--- src/rtl/gfx_mem_arbiter_if.sv ---
// gfx_mem_arbiter_if: bus bundle between the three write requesters, the
// arbiter and the memory bypass port. Requester index 0 = CPU, 1 = line
// engine, 2 = filler.
interface gfx_mem_arbiter_if;
    logic [2:0]  req;
    logic [2:0]  last;
    logic [31:0] addr0;
    logic [31:0] addr1;
    logic [31:0] addr2;
    logic [31:0] din0;
    logic [31:0] din1;
    logic [31:0] din2;
    logic [3:0]  we0;
    logic [3:0]  we1;
    logic [3:0]  we2;
    logic        mem_ready;
    logic [2:0]  gnt;
    logic [2:0]  accept;
    logic [31:0] mem_addr;
    logic [31:0] mem_din;
    logic [3:0]  mem_we;
    logic        cpu_stall;
    logic        busy;

    // Requester/memory side: drives beats and readiness, observes grants.
    modport master (
        output req, last, addr0, addr1, addr2, din0, din1, din2,
               we0, we1, we2, mem_ready,
        input  gnt, accept, mem_addr, mem_din, mem_we, cpu_stall, busy
    );

    // Arbiter side.
    modport slave (
        input  req, last, addr0, addr1, addr2, din0, din1, din2,
               we0, we1, we2, mem_ready,
        output gnt, accept, mem_addr, mem_din, mem_we, cpu_stall, busy
    );
endinterface

--- src/rtl/gfx_mem_arbiter.sv ---
// gfx_mem_arbiter: round-robin, burst-locked arbiter for the frame-buffer
// bypass write port. A grant is held until the owner's last beat, MAX_BURST
// accepted beats, or the owner dropping req; one idle cycle follows each
// release. Optional macro GFX_ARB_CPU_PRIORITY_EN gives the CPU (requester 0)
// absolute priority at arbitration; the other two still rotate via rr.
module gfx_mem_arbiter #(
    parameter int unsigned MAX_BURST = 16
) (
    input  logic               clk,
    input  logic               rst,
    gfx_mem_arbiter_if.slave   io_bus
);
    localparam int unsigned CNT_W = 8;

    typedef enum logic {S_IDLE = 1'b0, S_GRANT = 1'b1} state_t;

    state_t             r_state;
    state_t             w_state_nxt;
    logic [2:0]         r_gnt;
    logic [2:0]         w_gnt_nxt;
    logic [1:0]         r_rr;
    logic [1:0]         w_rr_nxt;
    logic [CNT_W-1:0]   r_beat_cnt;
    logic [CNT_W-1:0]   w_beat_cnt_nxt;
    logic [CNT_W-1:0]   w_cnt_inc;
    logic [2:0]         w_win;
    logic [2:0]         w_accept;
    logic [1:0]         w_owner;
    logic [1:0]         w_rr_after;
    logic               w_own_req;
    logic               w_own_last;
    logic               w_own_acc;
    logic               w_burst_full;
    logic               w_release;

    // Owner decode and release conditions while granted
    always_comb begin
        w_owner      = r_gnt[1] ? 2'd1 : (r_gnt[2] ? 2'd2 : 2'd0);
        w_rr_after   = (w_owner == 2'd2) ? 2'd0 : 2'(w_owner + 2'd1);
        w_accept     = r_gnt & io_bus.req & {3{io_bus.mem_ready}};
        w_own_req    = |(r_gnt & io_bus.req);
        w_own_last   = |(r_gnt & io_bus.last);
        w_own_acc    = |w_accept;
        w_cnt_inc    = CNT_W'(r_beat_cnt + CNT_W'(1));
        w_burst_full = (w_cnt_inc == CNT_W'(MAX_BURST));
        w_release    = (r_state == S_GRANT) &&
                       (!w_own_req || (w_own_acc && (w_own_last || w_burst_full)));
    end

    // Arbitration winner for the IDLE cycle
    always_comb begin
        w_win = 3'b000;
`ifdef GFX_ARB_CPU_PRIORITY_EN
        if (io_bus.req[0])           w_win = 3'b001;
        else if (r_rr == 2'd2) begin
            if (io_bus.req[2])       w_win = 3'b100;
            else if (io_bus.req[1])  w_win = 3'b010;
        end else begin
            if (io_bus.req[1])       w_win = 3'b010;
            else if (io_bus.req[2])  w_win = 3'b100;
        end
`else
        case (r_rr)
            2'd0: begin
                if (io_bus.req[0])      w_win = 3'b001;
                else if (io_bus.req[1]) w_win = 3'b010;
                else if (io_bus.req[2]) w_win = 3'b100;
            end
            2'd1: begin
                if (io_bus.req[1])      w_win = 3'b010;
                else if (io_bus.req[2]) w_win = 3'b100;
                else if (io_bus.req[0]) w_win = 3'b001;
            end
            default: begin
                if (io_bus.req[2])      w_win = 3'b100;
                else if (io_bus.req[0]) w_win = 3'b001;
                else if (io_bus.req[1]) w_win = 3'b010;
            end
        endcase
`endif
    end

    // State and registered grant/pointer/counter
    always_ff @(posedge clk) begin
        if (rst) begin
            r_state    <= S_IDLE;
            r_gnt      <= 3'b000;
            r_rr       <= 2'd0;
            r_beat_cnt <= '0;
        end else begin
            r_state    <= w_state_nxt;
            r_gnt      <= w_gnt_nxt;
            r_rr       <= w_rr_nxt;
            r_beat_cnt <= w_beat_cnt_nxt;
        end
    end

    // Next-state logic
    always_comb begin
        w_state_nxt = r_state;
        case (r_state)
            S_IDLE:  if (|io_bus.req) w_state_nxt = S_GRANT;
            S_GRANT: if (w_release)   w_state_nxt = S_IDLE;
            default: w_state_nxt = S_IDLE;
        endcase
    end

    // Outputs: next register values plus the combinational port muxes
    always_comb begin
        w_gnt_nxt      = r_gnt;
        w_rr_nxt       = r_rr;
        w_beat_cnt_nxt = r_beat_cnt;
        case (r_state)
            S_IDLE: begin
                w_gnt_nxt = w_win;
                if (|io_bus.req) w_beat_cnt_nxt = '0;
            end
            S_GRANT: begin
                if (w_release) begin
                    w_gnt_nxt = 3'b000;
                    w_rr_nxt  = w_rr_after;
                end else if (w_own_acc) begin
                    w_beat_cnt_nxt = w_cnt_inc;
                end
            end
            default: w_gnt_nxt = 3'b000;
        endcase

        io_bus.gnt       = r_gnt;
        io_bus.accept    = w_accept;
        io_bus.busy      = (r_state == S_GRANT);
        io_bus.cpu_stall = io_bus.req[0] & ~w_accept[0];
        io_bus.mem_addr  = 32'h0;
        io_bus.mem_din   = 32'h0;
        io_bus.mem_we    = 4'h0;
        case (r_gnt)
            3'b001: begin
                io_bus.mem_addr = io_bus.addr0;
                io_bus.mem_din  = io_bus.din0;
                io_bus.mem_we   = w_own_acc ? io_bus.we0 : 4'h0;
            end
            3'b010: begin
                io_bus.mem_addr = io_bus.addr1;
                io_bus.mem_din  = io_bus.din1;
                io_bus.mem_we   = w_own_acc ? io_bus.we1 : 4'h0;
            end
            3'b100: begin
                io_bus.mem_addr = io_bus.addr2;
                io_bus.mem_din  = io_bus.din2;
                io_bus.mem_we   = w_own_acc ? io_bus.we2 : 4'h0;
            end
            default: ;
        endcase
    end
endmodule

--- src/flat_wrapper.sv ---
// flat-port wrapper written by rule: the top's interface ports become plain ports
module gfx_mem_arbiter_flat 
#(
    parameter int unsigned MAX_BURST = 16
)
  (clk, rst, io_bus_req, io_bus_last, io_bus_addr0, io_bus_addr1, io_bus_addr2, io_bus_din0, io_bus_din1, io_bus_din2, io_bus_we0, io_bus_we1, io_bus_we2, io_bus_mem_ready, io_bus_gnt, io_bus_accept, io_bus_mem_addr, io_bus_mem_din, io_bus_mem_we, io_bus_cpu_stall, io_bus_busy);
  gfx_mem_arbiter_if io_bus_i ();
  input  logic clk;
  input  logic rst;
  input wire logic [$bits(io_bus_i.req)-1:0] io_bus_req;
  input wire logic [$bits(io_bus_i.last)-1:0] io_bus_last;
  input wire logic [$bits(io_bus_i.addr0)-1:0] io_bus_addr0;
  input wire logic [$bits(io_bus_i.addr1)-1:0] io_bus_addr1;
  input wire logic [$bits(io_bus_i.addr2)-1:0] io_bus_addr2;
  input wire logic [$bits(io_bus_i.din0)-1:0] io_bus_din0;
  input wire logic [$bits(io_bus_i.din1)-1:0] io_bus_din1;
  input wire logic [$bits(io_bus_i.din2)-1:0] io_bus_din2;
  input wire logic [$bits(io_bus_i.we0)-1:0] io_bus_we0;
  input wire logic [$bits(io_bus_i.we1)-1:0] io_bus_we1;
  input wire logic [$bits(io_bus_i.we2)-1:0] io_bus_we2;
  input wire logic [$bits(io_bus_i.mem_ready)-1:0] io_bus_mem_ready;
  output wire logic [$bits(io_bus_i.gnt)-1:0] io_bus_gnt;
  output wire logic [$bits(io_bus_i.accept)-1:0] io_bus_accept;
  output wire logic [$bits(io_bus_i.mem_addr)-1:0] io_bus_mem_addr;
  output wire logic [$bits(io_bus_i.mem_din)-1:0] io_bus_mem_din;
  output wire logic [$bits(io_bus_i.mem_we)-1:0] io_bus_mem_we;
  output wire logic [$bits(io_bus_i.cpu_stall)-1:0] io_bus_cpu_stall;
  output wire logic [$bits(io_bus_i.busy)-1:0] io_bus_busy;
  assign io_bus_i.req = io_bus_req;
  assign io_bus_i.last = io_bus_last;
  assign io_bus_i.addr0 = io_bus_addr0;
  assign io_bus_i.addr1 = io_bus_addr1;
  assign io_bus_i.addr2 = io_bus_addr2;
  assign io_bus_i.din0 = io_bus_din0;
  assign io_bus_i.din1 = io_bus_din1;
  assign io_bus_i.din2 = io_bus_din2;
  assign io_bus_i.we0 = io_bus_we0;
  assign io_bus_i.we1 = io_bus_we1;
  assign io_bus_i.we2 = io_bus_we2;
  assign io_bus_i.mem_ready = io_bus_mem_ready;
  assign io_bus_gnt = io_bus_i.gnt;
  assign io_bus_accept = io_bus_i.accept;
  assign io_bus_mem_addr = io_bus_i.mem_addr;
  assign io_bus_mem_din = io_bus_i.mem_din;
  assign io_bus_mem_we = io_bus_i.mem_we;
  assign io_bus_cpu_stall = io_bus_i.cpu_stall;
  assign io_bus_busy = io_bus_i.busy;
  gfx_mem_arbiter #(.MAX_BURST(MAX_BURST)) u_core (.clk(clk), .rst(rst), .io_bus(io_bus_i));
endmodule
--- config.mk ---
export PLATFORM = sky130hd
export DESIGN_NAME = gfx_mem_arbiter_flat
export DESIGN_NICKNAME = d
export VERILOG_FILES = /design/src/rtl/gfx_mem_arbiter_if.sv /design/src/rtl/gfx_mem_arbiter.sv /design/src/flat_wrapper.sv
export SDC_FILE = /design/constraint.sdc
export NUM_CORES = 1
export LEC_CHECK = 0
export ABC_AREA = 1
export BUFFER_PORTS_ARGS = -buffer_cell sky130_fd_sc_hd__buf_2
export CAP_MARGIN = 25
export CORE_AREA = 2 2 113 115
export DETAILED_ROUTE_END_ITERATION = 8
export DIE_AREA = 0 0 115 117
export GPL_TIMING_DRIVEN = 0
export PLACE_DENSITY = 0.57
export SLEW_MARGIN = 20
export SYNTH_ARGS = -nofsm -noshare
export SYNTH_HDL_FRONTEND = slang
export SYNTH_SLANG_ARGS = --single-unit
--- constraint.sdc ---
create_clock -name clk -period 3.85 [get_ports clk]
set_input_delay 0.1925 -clock clk [delete_from_list [all_inputs] [get_ports clk]]
set_output_delay 0.1925 -clock clk [all_outputs]
set_load 0.02 [all_outputs]
Word-level counts from Yosys, hierarchy flattened --
Cells that the tools add are included.
Storage, ports and cells: bits in registers 14, bits in writable memories 0, memories 0, latch bits 0, ROM bits 0, input port bits 213, logic and storage cells 62
Operators by class: add/sub/neg operators 2, muxes and demuxes 28, shift operators 0, eq/ne operators 10, $lt $le $gt $ge 0, reduce and logical (&&, ||, !) cells 12, multiply operators 0, div/mod/pow operators 0, bitwise logic cells 6
Operators with widths (number):
- $pmux W32 S3 | 2
- $mux W3 | 8
- $mux W8 | 3
- $pmux W8 S2 | 1
- $mux W4 | 3
- $pmux W3 S2 | 2
- $pmux W4 S3 | 1
- $reduce_or A3 Y1 | 4
- $and A3 B3 Y3 | 3
- $add A8 B1 Y8 const B | 1
- $eq A8 B5 Y1 const B | 1
- $mux W2 | 4
- $ne A2 B2 Y1 const B | 3
- $eq A3 B1 Y1 const B | 1
- $eq A3 B2 Y1 const B | 1
- $eq A3 B3 Y1 const B | 1
- $mux W1 | 3
- $reduce_and A3 Y1 | 1
- $add A2 B1 Y2 const B | 1
- $eq A2 B1 Y1 const B | 1
- $eq A2 B2 Y1 const B | 1
- $logic_and A1 B1 Y1 | 2
- $logic_not A2 Y1 | 1
- $logic_or A1 B1 Y1 | 2
- 6 further kinds | 7

Depth between registers and ports, before layout --
depth in word-level cells 8, depth in mapped cells 15, depth with buffers taken out 14

Worst setup path before layout --
No wires, ideal clock.
kind register to output, start register u_core.r_gnt[1], in the netlist u_core.io_bus.gnt[1], end output port io_bus_mem_we[1], buffers on the path 1, path slack 1993 ps, data required time 3658 ps, arrival 1665 ps, cell stages (with the launch flop) 5, cells stage by stage dfxtp_1 nor3b_1 buf_2 nand2_1 a31oi_1
Between the ends: longest elaborated chain between the ends 5
RTL lines:
- start, declared | RTL line gfx_mem_arbiter.sv:19 | logic [2:0] r_gnt;
- start signal, assigned | RTL line gfx_mem_arbiter.sv:92 | r_gnt <= w_gnt_nxt;
- $and A3 B3 Y3 (2 in series) | RTL line gfx_mem_arbiter.sv:40 | w_accept = r_gnt & io_bus.req & {3{io_bus.mem_ready}};
- $reduce_or A3 Y1 | RTL line gfx_mem_arbiter.sv:43 | w_own_acc = |w_accept;
- $mux W4, on equally long branches | RTL line gfx_mem_arbiter.sv:150, gfx_mem_arbiter.sv:140, gfx_mem_arbiter.sv:145
- $pmux W4 S3 (*) | RTL line gfx_mem_arbiter.sv:136 | case (r_gnt)
- end, declared | RTL line flat_wrapper.sv:26 | output wire logic [$bits(io_bus_i.mem_we)-1:0] io_bus_mem_we;
Mark *: on every way between the ends. The rest lies on a longest branch, timed or not.

Worst setup path in the final report --
start register u_core.r_gnt[2], in the netlist u_core.io_bus.gnt[2], end output port io_bus_mem_addr[29]
Between the ends: longest elaborated chain between the ends 2
RTL lines:
- $eq A3 B3 Y1, or another cell as far along | RTL line gfx_mem_arbiter.sv:136
- $pmux W32 S3 (*) | RTL line gfx_mem_arbiter.sv:136
- end, declared | RTL line flat_wrapper.sv:24 | output wire logic [$bits(io_bus_i.mem_addr)-1:0] io_bus_mem_addr;
Marks and branches as above.

==> flow_metrics.env <==
export IMPL_rsz0062_at_grt="no"
export IMPL_postLayoutSetupSlackWorst_ns=1.269
export IMPL_postRouteAntennaNets=0
export IMPL_yosysUniqueCellTypes=30
export IMPL_wl_um=12910
export IMPL_antenna_found_initial=3
export IMPL_critPathArrivalTime_ns=2.39
export IMPL_startpoint_type="flop"
export IMPL_yosys_warnings=0
export IMPL_critPathMaxFanout=10
export IMPL_cap_violations=0
export IMPL_placeableCoreArea_mm2=0.01231
export IMPL_worst_r2r_cell_count=13
export IMPL_r2r_end="u_core.r_beat_cnt[0]$_SDFFE_PP0P_"
export IMPL_dieHeight_um=117
export IMPL_cts_hold_buffers_added=0
export IMPL_critPathMostFrequentCell="nand2_1"
export IMPL_maxSlewHeadroom=0.2878
export IMPL_postSynthAreaPerCell_um2=4.824
export IMPL_fp_dieArea_mm2=0.01346
export IMPL_grt_ovfl_total=0
export IMPL_cts_path_max_buffers=2
export IMPL_number_of_fill_cells=1481
export IMPL_cts_made_buffers=3
export IMPL_viasPerCell=4.287
export IMPL_min_delay_worst_endpoint="u_core.io_bus.gnt[0]$_SDFFE_PP0P_"
export IMPL_met3_length_um=1024
export IMPL_hold_class="in2reg"
export IMPL_worstSetupEndpointType="output port"
export IMPL_num_nets_final=951
export IMPL_die_x_um=115
export IMPL_drt_pre_antenna_iters=5
export IMPL_r2r_slack_ns=1.88
export IMPL_post_route_drc_count=0
export IMPL_cpMaxStageDelayCell="buf_1"
export IMPL_place_gp_congestion=0.8797
export IMPL_finalSetupTns_ns=0
export IMPL_grt_pass1_vias=3332
export IMPL_critical_path_class="reg2out"
export IMPL_routed_wl_met2_um=6235
export IMPL_cts_resized=0
export IMPL_place_hpwl_um=11120
export IMPL_hold_violation_total_from_the_final_report=0
export IMPL_path_cells="nor2_1 -> nand2_1 -> clkinv_1 -> clkbuf_1 -> buf_1 -> nand2_1 -> nand3_1 -> buf_2"
export IMPL_sequential_cell_area_fraction_in_the_yosys_report=0.1311
export IMPL_worst_r2r_startpoint="u_core.r_beat_cnt[0]$_SDFFE_PP0P_"
export IMPL_irDropWorstVdd_v=0.0001141
export IMPL_total_leakage_power_nw=2.248
export IMPL_holdCritStartpoint="rst"
export IMPL_clock_transition_at_the_registers_of_the_reported_paths_ns=0.05
export IMPL_htree_levels=1
export IMPL_syn_num_nets=657
export IMPL_core_rowCount=41
export IMPL_synthesis_area_mm2=0.002137
export IMPL_starting_density_of_the_core=0.1736
export IMPL_grt_usage=0.1764
export IMPL_timing_final_crit_period_ns=2.581
export IMPL_ys_ff_latch=14
export IMPL_required_time_of_the_critical_path_ns=3.66
export IMPL_timing_clock_skew_ns=0.001777
export IMPL_clock_latency_ns=0.25
export IMPL_grt_max_degree=11
export IMPL_pwr_density_cell_mw_per_mm2=236.9
export IMPL_crit_path_largest_cell_delay_ns=0.49
export IMPL_period_share=0.6703
export IMPL_routed_via_count=3807
export IMPL_hold_depth=2
export IMPL_tritoncts="built"
export IMPL_flow_area_growth_from_synthesis_pct=80.85
export IMPL_port_buffer_count=288
export IMPL_wl_per_cell_um=14.54
export IMPL_finalSetupViolations=0
export IMPL_run_status="finished, final reports clean"
export IMPL_placement_setup_worst_slack_ns=1.490
export IMPL_grt_pass1_wl_um=18450
export IMPL_root_buffer="clkbuf_16"
export IMPL_timing_worst_slew_pin_value_ns=1.055
export IMPL_fraction_of_final_layout_cells_with_drive_strength_greater_than_1=0.4198
export IMPL_top_level_ports=289
export IMPL_met1Wirelength_um=5535
export IMPL_cts_setup_buffers=0
export IMPL_top_layer="met4"
export IMPL_timing_final_max_slew_violations=0
export IMPL_synthesis_instances=443
export IMPL_numClockSinks=14
export IMPL_fmax_ghz=0.3875
export IMPL_dr_first_iter_drc_count=226
==> per-stage QoR <==
stage	util	cell area (um2)	total power [mW]	cells	hold WS (ns)
after floorplan	-	2137	0.4494	443	0.2616
after global placement	0.3059	3766	0.6983	881	0.4401
after detailed placement	0.3063	3771	0.6967	882	0.4291
after CTS	0.3135	3860	0.9209	886	0.1745
after global routing	0.3135	3860	0.9839	886	0.1862
final	0.3139	3865	0.9155	888	0.1742
==> power by group <==
group / switching (mW) / internal, mW
logic: 0.314 / 0.199
registers: 0.0184 / 0.160
clock network: 0.0655 / 0.158
total: 0.398 / 0.517
==> cell usage after synthesis <==
cell type | instances | area share
clkbuf_1 | 15 | 0.026
a22o_1 | 1 | 0.0041
nand2_4 | 1 | 0.0053
buf_6 | 1 | 0.0053
nand3b_1 | 1 | 0.0035
buf_1 | 3 | 0.0053
nand3_1 | 76 | 0.18
clkinv_1 | 3 | 0.0053
or2_2 | 1 | 0.0029
nand2_1 | 246 | 0.43
o31ai_4 | 1 | 0.010
ha_1 | 1 | 0.0059
dfxtp_1 | 14 | 0.13
a21oi_1 | 13 | 0.030
nor2_1 | 25 | 0.044
buf_2 | 5 | 0.012
a31oi_1 | 4 | 0.012
o311ai_0 | 1 | 0.0041
inv_1 | 13 | 0.023
nand3_2 | 2 | 0.0094
nor2_2 | 2 | 0.0059
nand4_1 | 1 | 0.0029
o21ai_0 | 5 | 0.012
nor3_1 | 1 | 0.0023
o21ai_1 | 1 | 0.0023
o2111ai_1 | 1 | 0.0041
nand3_4 | 1 | 0.0082
xor2_1 | 1 | 0.0041
nor3b_1 | 1 | 0.0035
nand2_2 | 2 | 0.0059
==> cell type report <==
type                       count  area (um2)  share of cell area
antenna                        2       5.005            0.001295
buffer                        24       103.9             0.02687
clock buffer                   4       88.84             0.02298
inverter                      16       60.06             0.01554
multi-input combinational    389        1693              0.4380
sequential                    14       280.3             0.07252
tap                          150       187.7             0.04856
timing repair buffer         289        1446              0.3742
==> cells in the final DEF (no fill, tap or decap), types with 3 or more instances in the layout <==
master,instances
dfxtp_1,14
o21ai_0,5
buf_2,294
clkbuf_1,15
nor2_1,25
a31oi_1,4
inv_1,13
nand3_1,76
clkbuf_16,3
buf_1,3
a21oi_1,13
nand2_1,246
clkinv_1,3
==> layer usage <==
| metal | up-vias | global-route usage |
|---|---|---|
| li1 | 2007 | - |
| met2 | 167 | 0.2945 |
| met1 | 1624 | 0.2400 |
| met5 | - | 0 |
| met4 | 0 | 0.02570 |
| met3 | 9 | 0.03708 |
==> logic make-up after synthesis <==
| family | share of synthesized area |
|---|---|
| buffers and inverters | 0.07669 |
| adder cells (fa/ha/maj) | 0.005854 |
| flip-flops | 0.1311 |
| AND/OR/NAND/NOR | 0.7038 |
| AO/OA/AOI/OAI | 0.07845 |
| XOR/XNOR | 0.004099 |
==> worst max-delay path: cells and delay by family, from the launching register on <==
| kind | cells | cell delay [ns] |
|---|---|---|
| buffers and inverters | 4 | 1.21 |
| and+or+nand+nor | 4 | 0.55 |
| DFF | 1 | 0.38 |
==> sequential cells by signal (all words and copies together), names as in the netlist <==
register / flops
u_core.io_bus.gnt: 3
u_core.io_bus.busy: 1
u_core.r_beat_cnt: 8
u_core.r_rr: 2
==> worst max-delay path by stage <==
stage | start | endpoint | slack, ns | cells after the start
2_1_floorplan | u_core.io_bus.gnt[1]$_SDFFE_PP0P_ | io_bus_mem_we[1] | 1.99 | 4
5_1_grt | u_core.io_bus.gnt[1]$_SDFFE_PP0P_ | io_bus_mem_we[1] | 1.02 | 6
3_5_place_dp | u_core.io_bus.gnt[0]$_SDFFE_PP0P_ | io_bus_mem_din[20] | 1.49 | 8
4_1_cts | u_core.io_bus.gnt[0]$_SDFFE_PP0P_ | io_bus_mem_din[20] | 1.22 | 8
6_report | u_core.io_bus.gnt[2]$_SDFFE_PP0P_ | io_bus_mem_addr[29] | 1.27 | 8
3_3_place_gp | u_core.io_bus.gnt[1]$_SDFFE_PP0P_ | io_bus_mem_addr[24] | 1.19 | 6
Power figures use the tool's default switching activity.
